--- src/rtl/alu_op_sequencer_pkg.sv ---
// Shared types and constants for the ALU operation sequencer: FSM state
// encoding and the ALU function codes.
package alu_op_sequencer_pkg;

  localparam int ALUFN_W = 6;

  typedef enum logic [1:0] {
    ST_IDLE,
    ST_SETTLE,
    ST_RESP
  } seq_state_t;

  localparam logic [ALUFN_W-1:0] ALUFN_ADD   = 6'b000000;
  localparam logic [ALUFN_W-1:0] ALUFN_SUB   = 6'b000001;
  localparam logic [ALUFN_W-1:0] ALUFN_MUL   = 6'b000010;
  localparam logic [ALUFN_W-1:0] ALUFN_AND   = 6'b011000;
  localparam logic [ALUFN_W-1:0] ALUFN_OR    = 6'b011110;
  localparam logic [ALUFN_W-1:0] ALUFN_XOR   = 6'b010110;
  localparam logic [ALUFN_W-1:0] ALUFN_SHL   = 6'b100000;
  localparam logic [ALUFN_W-1:0] ALUFN_SHR   = 6'b100001;
  localparam logic [ALUFN_W-1:0] ALUFN_SRA   = 6'b100011;
  localparam logic [ALUFN_W-1:0] ALUFN_CMPEQ = 6'b110011;
  localparam logic [ALUFN_W-1:0] ALUFN_CMPLT = 6'b110101;
  localparam logic [ALUFN_W-1:0] ALUFN_CMPLE = 6'b110111;

endpackage

--- src/rtl/alu_op_sequencer_if.sv ---
// Request, ALU and response signal bundle of the sequencer.
// slave = sequencer side, master = command source / ALU / consumer side.
interface alu_op_sequencer_if
  import alu_op_sequencer_pkg::*;
#(
  parameter int WIDTH = 32
);
  logic               req_valid;
  logic               req_ready;
  logic [WIDTH-1:0]   req_a;
  logic [WIDTH-1:0]   req_b;
  logic [ALUFN_W-1:0] req_alufn;
  logic               req_chain;
  logic [WIDTH-1:0]   alu_a;
  logic [WIDTH-1:0]   alu_b;
  logic [ALUFN_W-1:0] alu_alufn;
  logic [WIDTH-1:0]   alu_out;
  logic               alu_z;
  logic               alu_n;
  logic               alu_v;
  logic               rsp_valid;
  logic               rsp_ready;
  logic [WIDTH-1:0]   rsp_data;
  logic               rsp_z;
  logic               rsp_n;
  logic               rsp_v;

  modport slave (
    input  req_valid, req_a, req_b, req_alufn, req_chain,
    output req_ready,
    output alu_a, alu_b, alu_alufn,
    input  alu_out, alu_z, alu_n, alu_v,
    output rsp_valid, rsp_data, rsp_z, rsp_n, rsp_v,
    input  rsp_ready
  );

  modport master (
    output req_valid, req_a, req_b, req_alufn, req_chain,
    input  req_ready,
    input  alu_a, alu_b, alu_alufn,
    output alu_out, alu_z, alu_n, alu_v,
    input  rsp_valid, rsp_data, rsp_z, rsp_n, rsp_v,
    output rsp_ready
  );
endinterface

--- src/rtl/alu_op_sequencer_fsm.sv ---
// Control FSM of the sequencer (module alu_seq_fsm): IDLE -> SETTLE -> RESP,
// settle counter, and the load/capture/complete strobes for the datapath.
module alu_seq_fsm
  import alu_op_sequencer_pkg::*;
#(
  parameter int LAT_CYCLES = 1
) (
  input  logic clk,
  input  logic rst,
  input  logic req_valid,
  input  logic rsp_ready,
  output logic req_ready,
  output logic load,
  output logic capture,
  output logic complete,
  output logic busy,
  output logic rsp_valid
);
  localparam int CW = (LAT_CYCLES > 1) ? $clog2(LAT_CYCLES) : 1;
  localparam logic [CW-1:0] LAST = CW'(LAT_CYCLES - 1);

  seq_state_t    state;
  logic [CW-1:0] cnt;

  assign req_ready = (state == ST_IDLE) && !rst;
  assign load      = req_valid && req_ready;
  assign capture   = (state == ST_SETTLE) && (cnt == LAST);
  assign complete  = rsp_valid && rsp_ready;

  always_ff @(posedge clk or posedge rst) begin
    if (rst) begin
      state     <= ST_IDLE;
      cnt       <= '0;
      busy      <= 1'b0;
      rsp_valid <= 1'b0;
    end else begin
      case (state)
        ST_IDLE: begin
          if (load) begin
            state <= ST_SETTLE;
            cnt   <= '0;
            busy  <= 1'b1;
          end
        end
        ST_SETTLE: begin
          cnt <= cnt + 1'b1;
          if (cnt == LAST) begin
            state     <= ST_RESP;
            rsp_valid <= 1'b1;
          end
        end
        ST_RESP: begin
          if (rsp_ready) begin
            state     <= ST_IDLE;
            rsp_valid <= 1'b0;
            busy      <= 1'b0;
          end
        end
        default: begin
          state     <= ST_IDLE;
          busy      <= 1'b0;
          rsp_valid <= 1'b0;
        end
      endcase
    end
  end
endmodule

--- src/rtl/alu_op_sequencer.sv ---
// ALU operation sequencer top: operand/alufn launch registers, result capture
// and op_count. Optional result chaining under `ALU_SEQ_CHAIN_EN.
module alu_op_sequencer
  import alu_op_sequencer_pkg::*;
#(
  parameter int WIDTH      = 32,
  parameter int LAT_CYCLES = 1,
  parameter int CNT_W      = 16
) (
  input  logic                 clk,
  input  logic                 rst,
  alu_op_sequencer_if.slave    bus,
  output logic                 busy,
  output logic [CNT_W-1:0]     op_count
);
  logic             load;
  logic             capture;
  logic             complete;
  logic [WIDTH-1:0] a_next;

`ifdef ALU_SEQ_CHAIN_EN
  logic [WIDTH-1:0] last_result;

  always_ff @(posedge clk or posedge rst) begin
    if (rst)           last_result <= '0;
    else if (complete) last_result <= bus.rsp_data;
  end

  assign a_next = bus.req_chain ? last_result : bus.req_a;
`else
  assign a_next = bus.req_a;
`endif

  alu_seq_fsm #(
    .LAT_CYCLES(LAT_CYCLES)
  ) u_fsm (
    .clk       (clk),
    .rst       (rst),
    .req_valid (bus.req_valid),
    .rsp_ready (bus.rsp_ready),
    .req_ready (bus.req_ready),
    .load      (load),
    .capture   (capture),
    .complete  (complete),
    .busy      (busy),
    .rsp_valid (bus.rsp_valid)
  );

  // alu_* are deliberately left holding the last operation between requests
  always_ff @(posedge clk or posedge rst) begin
    if (rst) begin
      bus.alu_a     <= '0;
      bus.alu_b     <= '0;
      bus.alu_alufn <= '0;
      bus.rsp_data  <= '0;
      bus.rsp_z     <= 1'b0;
      bus.rsp_n     <= 1'b0;
      bus.rsp_v     <= 1'b0;
      op_count      <= '0;
    end else begin
      if (load) begin
        bus.alu_a     <= a_next;
        bus.alu_b     <= bus.req_b;
        bus.alu_alufn <= bus.req_alufn;
      end
      if (capture) begin
        bus.rsp_data <= bus.alu_out;
        bus.rsp_z    <= bus.alu_z;
        bus.rsp_n    <= bus.alu_n;
        bus.rsp_v    <= bus.alu_v;
      end
      if (complete) op_count <= op_count + 1'b1;
    end
  end
endmodule
--- src/flat_wrapper.sv ---
// flat-port wrapper written by rule: the top's interface ports become plain ports
module alu_op_sequencer_flat import alu_op_sequencer_pkg::*;
#(
  parameter int WIDTH      = 32,
  parameter int LAT_CYCLES = 1,
  parameter int CNT_W      = 16
)
  (clk, rst, busy, op_count, bus_req_valid, bus_req_a, bus_req_b, bus_req_alufn, bus_req_chain, bus_req_ready, bus_alu_a, bus_alu_b, bus_alu_alufn, bus_alu_out, bus_alu_z, bus_alu_n, bus_alu_v, bus_rsp_valid, bus_rsp_data, bus_rsp_z, bus_rsp_n, bus_rsp_v, bus_rsp_ready);
  alu_op_sequencer_if #(.WIDTH(WIDTH)) bus_i ();
  input  logic clk;
  input  logic rst;
  output logic busy;
  output logic [CNT_W-1:0] op_count;
  input wire logic [$bits(bus_i.req_valid)-1:0] bus_req_valid;
  input wire logic [$bits(bus_i.req_a)-1:0] bus_req_a;
  input wire logic [$bits(bus_i.req_b)-1:0] bus_req_b;
  input wire logic [$bits(bus_i.req_alufn)-1:0] bus_req_alufn;
  input wire logic [$bits(bus_i.req_chain)-1:0] bus_req_chain;
  output wire logic [$bits(bus_i.req_ready)-1:0] bus_req_ready;
  output wire logic [$bits(bus_i.alu_a)-1:0] bus_alu_a;
  output wire logic [$bits(bus_i.alu_b)-1:0] bus_alu_b;
  output wire logic [$bits(bus_i.alu_alufn)-1:0] bus_alu_alufn;
  input wire logic [$bits(bus_i.alu_out)-1:0] bus_alu_out;
  input wire logic [$bits(bus_i.alu_z)-1:0] bus_alu_z;
  input wire logic [$bits(bus_i.alu_n)-1:0] bus_alu_n;
  input wire logic [$bits(bus_i.alu_v)-1:0] bus_alu_v;
  output wire logic [$bits(bus_i.rsp_valid)-1:0] bus_rsp_valid;
  output wire logic [$bits(bus_i.rsp_data)-1:0] bus_rsp_data;
  output wire logic [$bits(bus_i.rsp_z)-1:0] bus_rsp_z;
  output wire logic [$bits(bus_i.rsp_n)-1:0] bus_rsp_n;
  output wire logic [$bits(bus_i.rsp_v)-1:0] bus_rsp_v;
  input wire logic [$bits(bus_i.rsp_ready)-1:0] bus_rsp_ready;
  assign bus_i.req_valid = bus_req_valid;
  assign bus_i.req_a = bus_req_a;
  assign bus_i.req_b = bus_req_b;
  assign bus_i.req_alufn = bus_req_alufn;
  assign bus_i.req_chain = bus_req_chain;
  assign bus_req_ready = bus_i.req_ready;
  assign bus_alu_a = bus_i.alu_a;
  assign bus_alu_b = bus_i.alu_b;
  assign bus_alu_alufn = bus_i.alu_alufn;
  assign bus_i.alu_out = bus_alu_out;
  assign bus_i.alu_z = bus_alu_z;
  assign bus_i.alu_n = bus_alu_n;
  assign bus_i.alu_v = bus_alu_v;
  assign bus_rsp_valid = bus_i.rsp_valid;
  assign bus_rsp_data = bus_i.rsp_data;
  assign bus_rsp_z = bus_i.rsp_z;
  assign bus_rsp_n = bus_i.rsp_n;
  assign bus_rsp_v = bus_i.rsp_v;
  assign bus_i.rsp_ready = bus_rsp_ready;
  alu_op_sequencer #(.WIDTH(WIDTH), .LAT_CYCLES(LAT_CYCLES), .CNT_W(CNT_W)) u_core (.clk(clk), .rst(rst), .bus(bus_i), .busy(busy), .op_count(op_count));
endmodule
--- config.mk ---
export PLATFORM = sky130hd
export DESIGN_NAME = alu_op_sequencer_flat
export DESIGN_NICKNAME = d
export VERILOG_FILES = /design/src/rtl/alu_op_sequencer_pkg.sv /design/src/rtl/alu_op_sequencer_if.sv /design/src/rtl/alu_op_sequencer_fsm.sv /design/src/rtl/alu_op_sequencer.sv /design/src/flat_wrapper.sv
export SDC_FILE = /design/constraint.sdc
export NUM_CORES = 1
export LEC_CHECK = 0
export ABC_AREA = 1
export ABC_CLOCK_PERIOD_IN_PS = 3750
export BUFFER_PORTS_ARGS = -buffer_cell sky130_fd_sc_hd__clkbuf_2
export CAP_MARGIN = 20
export CORE_ASPECT_RATIO = 1.4
export CORE_MARGIN = 2
export CORE_UTILIZATION = 46
export DETAILED_ROUTE_END_ITERATION = 10
export PLACE_DENSITY = 0.77
export SYNTH_ARGS = -nofsm -noshare
export SYNTH_HDL_FRONTEND = slang
export SYNTH_SLANG_ARGS = --single-unit
--- constraint.sdc ---
create_clock -name clk -period 3.75 [get_ports clk]
set_input_delay 0 -clock clk [delete_from_list [all_inputs] [get_ports clk]]
set_output_delay 0 -clock clk [all_outputs]
set_load 0.02 [all_outputs]
## Word-level counts from Yosys, hierarchy flattened

Index checks and enable logic that the tools add are counted.

- Bits in registers: 126
- Word-level logic and storage cells: 44

- Add/sub/neg operators: 2
- Equal/unequal tests: 5
- Mux-type cells: 11
- Bitwise logic cells: 3
- Reduce and logical (&&, ||, !) cells: 11

Operator list:

| operator | count |
|---|---|
| 16-bit by 1-bit adder with 16-bit output (second input constant) | 1 |
| 3-bit AND reduction | 3 |
| 2-bit two-way mux | 3 |
| 1-bit one-hot mux with 3 select lines | 2 |
| 2-bit one-hot mux with 3 select lines | 1 |
| 1-bit logical AND | 4 |
| 1-bit two-way mux | 4 |
| 2-bit inequality test (second input constant) | 2 |
| 1-bit inverter | 3 |
| 2-bit by 1-bit == test with 1-bit output (second input constant) | 1 |
| 2-bit == test (second input constant) | 1 |
| 2-bit zero test | 1 |
| 2-bit by 1-bit inequality test with 1-bit output (second input constant) | 1 |
| 1-bit one-hot mux with 2 select lines | 1 |
| 2-bit AND reduction | 1 |
| 2-bit nonzero test | 1 |
| 1-bit adder (second input constant) | 1 |
| 1-bit zero test | 1 |

## Longest topological paths before layout

- Depth after elaboration: 5
- Gate-level depth with buffers: 8
- Gate-level depth less buffers: 8

## By module

Synthesis repeated with hierarchy kept, for this count alone.

- Cells, all modules: 352
- Area, all modules: 4978.5 µm²

By module, submodules not included:

| module | times used | cells an instance | area each (µm²) | seq. area each (µm²) |
|---|---|---|---|---|
| alu_op_sequencer | 1 | 321 | 4734.5 | 3027.9 |
| alu_seq_fsm | 1 | 31 | 244.0 | 125.1 |

## Least setup slack after synthesis

Ideal clock, no wire load.

- Path kind: reg-to-reg
- Start point: register u_core.op_count[1]
- End point: register u_core.op_count[14]
- Setup time: 0.117 ns
- Arrival time: 1.301 ns
- Data required time: 3.633 ns
- Path slack: 2.332 ns
- Cell stages (with the launch flop): 9
- Period minus slack after synthesis: 1.418 ns
- Path through: dfrtp_1 ha_1 inv_1 nor2_1 nand2_1 nor2_1 nand2_1 nand2_1 nand2_1

- Longest elaborated chain between the ends: 1

RTL lines:

| item | line | RTL |
|---|---|---|
| start: declaration | alu_op_sequencer.sv:14 | `output logic [CNT_W-1:0] op_count` |
| start signal: assignment | alu_op_sequencer.sv:72 | `if (complete) op_count <= op_count + 1'b1;` |
| 16-bit by 1-bit adder with 16-bit output | alu_op_sequencer.sv:72 |  |

No other way between the ends.
A chain may end at the register's enable or synchronous reset.

## Worst setup path in the final report

- Start point: register u_core.u_fsm.state[1]
- End point: register u_core.bus.rsp_data[1]

- Longest elaborated chain between the ends: 2

RTL lines:

| item | line | RTL |
|---|---|---|
| start: declaration | alu_op_sequencer_fsm.sv:22 | `seq_state_t state;` |
| start signal: assignment | alu_op_sequencer_fsm.sv:32 | `state <= ST_IDLE;` |
| start signal: assignment | alu_op_sequencer_fsm.sv:40 | `state <= ST_SETTLE;` |
| start signal: assignment | alu_op_sequencer_fsm.sv:48 | `state <= ST_RESP;` |
| 2-bit by 1-bit == test with 1-bit output | alu_op_sequencer_fsm.sv:27 | `assign capture = (state == ST_SETTLE) && (cnt == LAST);` |
| 1-bit logical AND | alu_op_sequencer_fsm.sv:27 |  |
| end signal: assignment | alu_op_sequencer.sv:67 | `bus.rsp_data <= bus.alu_out;` |
| end: declaration | alu_op_sequencer_if.sv:33 | `output rsp_valid, rsp_data, rsp_z, rsp_n, rsp_v,` |

No other way between the ends.

==> results.yml <==
outcome:
  status: "finished, final reports clean"
critical_path:
  cp-startpoint: "u_core.u_fsm.state[1]"
  worstPathMaxFanout: 36
  crit_required_ps: 4020
  worstPathArrival_ps: 2330
  crit_type: "reg -> reg"
  end_kind: "flip-flop"
  worst_setup_path_start_kind: "flip-flop"
  r2r-start: "u_core.u_fsm.state[1]"
drt:
  drc_errors: 0
  routedWlPerCell_um: 15.4
  dr.first_iter.drc_count: 246
  viasPerCell: 5.01
  drtAntennaViolNets: 0
  wl_um: 16100
  dr.pass1.iters: 5
  via_count: 5262
floorplanning:
  die-height_um: 127
  die_x_um: 92.2
  initial_core_util_pct: 46.6
  ioPinCount: 234
  core_region_area_um2: 10800
  die-area_um2: 11700
  rows: 45
grt:
  overflow: 0
  grt_pass1_vias: 5344
  track_usage_pct: 27.9
  grt_pass1_wl_um: 25800
  grt_max_degree: 80
  antenna_found_initial: 0
timing:
  min_period_ps: 2060
  tns_ps: 0
  timing.final.max_slew_violations: 0
  clock_skew_ps: 8.29
  hold_violations: 0
  max_freq_mhz: 485
  setup_viol: 0
  rsz0062_at_grt: "false"
  period_share_pct: 55.0
  layout_setup_ws_ps: 1690
  timing.hold.ws_ps: 295
  max-slew-margin-rel_pct: 33.4
  worstMarginPinSlew_ps: 994
placement:
  port_buffers: 232
  placed_cells: 914
  post-place-ws_ps: 1770
  dp_hpwl_um: 9170
  routabilityCongestion: 0.844
power:
  power_density_nw_per_um2: 803
  peakVddDrop_uv: 471
  leakagePower_nw: 4.43
worst_hold_path:
  min_from: "bus_req_valid"
  hold_class: "in -> reg"
final_layout:
  layout.cells.non_filler: 1051
  diodes: 0
  layout-drive-gt1-share_pct: 29.8
  layout_commonest_cell: "nand2_1"
  syn_to_final_growth_pct: 57.6
  nNetsFinal: 1010
  layout_common_cells: "nand2_1, clkbuf_2, dfrtp_1"
logic_synthesis:
  synthAdderAreaFrac_pct: 0.250
  synth_compound_area_share_pct: 0.325
  synthMuxAreaShare_pct: 0
  ys_seq_area_share_pct: 63.0
  syn_avg_cell_area_um2: 8.88
  synthesis.nets: 675
  synth_top_family_by_area: "simple AND/OR/NAND/NOR gates"
  synth_top_area_share_pct: 63.0
  syn_area_um2: 5010
  synthDistinctLibCells: 18
  synth_simple_gate_area_share_pct: 30.8
  yosys-top-cells-area: "dfrtp_1, nand2_1, nand3_1"
  yosysWarnings: 0
  synth_xor_xnor_area_share_pct: 1.92
  synth_seq_cells: 126
  synth_cells: 564
  synth_top_cell_by_area: "dfrtp_1"
cts:
  post_cts_buffers: 0
  clkSinkCount: 126
  clk_path_buf_depth: 2
  clk_pin_slew_worst_paths_ps: 60
  cts_root_buffer: "clkbuf_16"
  clk_latency_ps: 400
  cts_tree: "done"
  cts-htree-levels: 4
  cts_made_buffers: 17
  hold_buffers: 107
  cts_resized: 0
job:
  max_cap_violations: 0
[Yosys cell counts (all sizes together)]
cell,count
nor2,15
o21ai,2
xor2,7
clkinv,1
or2,1
nand2,280
xnor2,4
inv,14
dfrtp,126
nor3,4
nand4,1
clkbuf,14
ha,1
buf,15
nand3,77
nand3b,1
o22ai,1
[cell type report]
class	count	area, um^2
clock buffer	23	488
clock inverter	7	62.6
fill	727	2860
inverter	15	58.8
multi-input combinational	394	1670
sequential	126	3150
tap	141	176
timing repair buffer	345	2280
[registers in the layout, indices dropped and copies added (netlist names), 2 cells and up]
signal / cells
u_core.bus.alu_a: 32
u_core.bus.alu_b: 32
u_core.bus.rsp_data: 32
u_core.op_count: 16
u_core.bus.alu_alufn: 6
u_core.u_fsm.state: 2
[cells by family (layout without fill, tap and decap cells)]
family | after synthesis | after routing
flip-flops | 126 | 126
adder cells (fa/ha/maj) | 1 | 1
buffers and inverters | 44 | 390
AND/OR/NAND/NOR | 379 | 379
AO/OA/AOI/OAI | 3 | 3
XOR/XNOR | 11 | 11
[power breakdown]
| group | switching, mW | internal (mW) |
|---|---|---|
| sequential | 0.375 | 1.95 |
| clock | 0.548 | 0.968 |
| combinational | 1.70 | 0.795 |
[worst max-delay path: stages (launching register included)]
cell,delay [ps]
dfrtp_1,400
inv_1,130
nand2_1,90
nor2_2,110
clkinv_1,780
nand2_1,290
nand2_1,130
[stage by stage]
step                      utilization, %  total power, mW  area [um^2]
final                               73.4             6.33         7890
after global routing                73.4             6.71         7890
after CTS                           73.4             6.30         7890
after detailed placement            58.3             4.68         6270
after global placement              58.3             4.58         6270
after floorplan                        -             3.77         5010
[final timing paths]
| path | to | slack, ps | cells after the start |
|---|---|---|---|
| max | u_core.bus.rsp_data[1] | 1690 | 6 |
| min | u_core.bus.alu_a[4] | 300 | 4 |
| max reg2reg | u_core.bus.rsp_data[1] | 1690 | 6 |
| min reg2reg | u_core.bus.rsp_data[10] | 470 | 2 |
| max in group asynchronous | u_core.op_count[1] | 2410 | 4 |
| min in group asynchronous | u_core.bus.rsp_data[1] | 430 | 3 |
[metal layers]
| layer | vias to the layer above | track usage (%) | share of wire [%] |
|---|---|---|---|
| li1 | 2428 | - | - |
| met4 | 0 | 14.1 | 4.3 |
| met2 | 294 | 49.1 | 52 |
| met5 | - | 0 | 0 |
| met3 | 74 | 8.25 | 7.1 |
| met1 | 2466 | 30.3 | 36 |
Note: power is estimated with default switching activity, not from simulation.
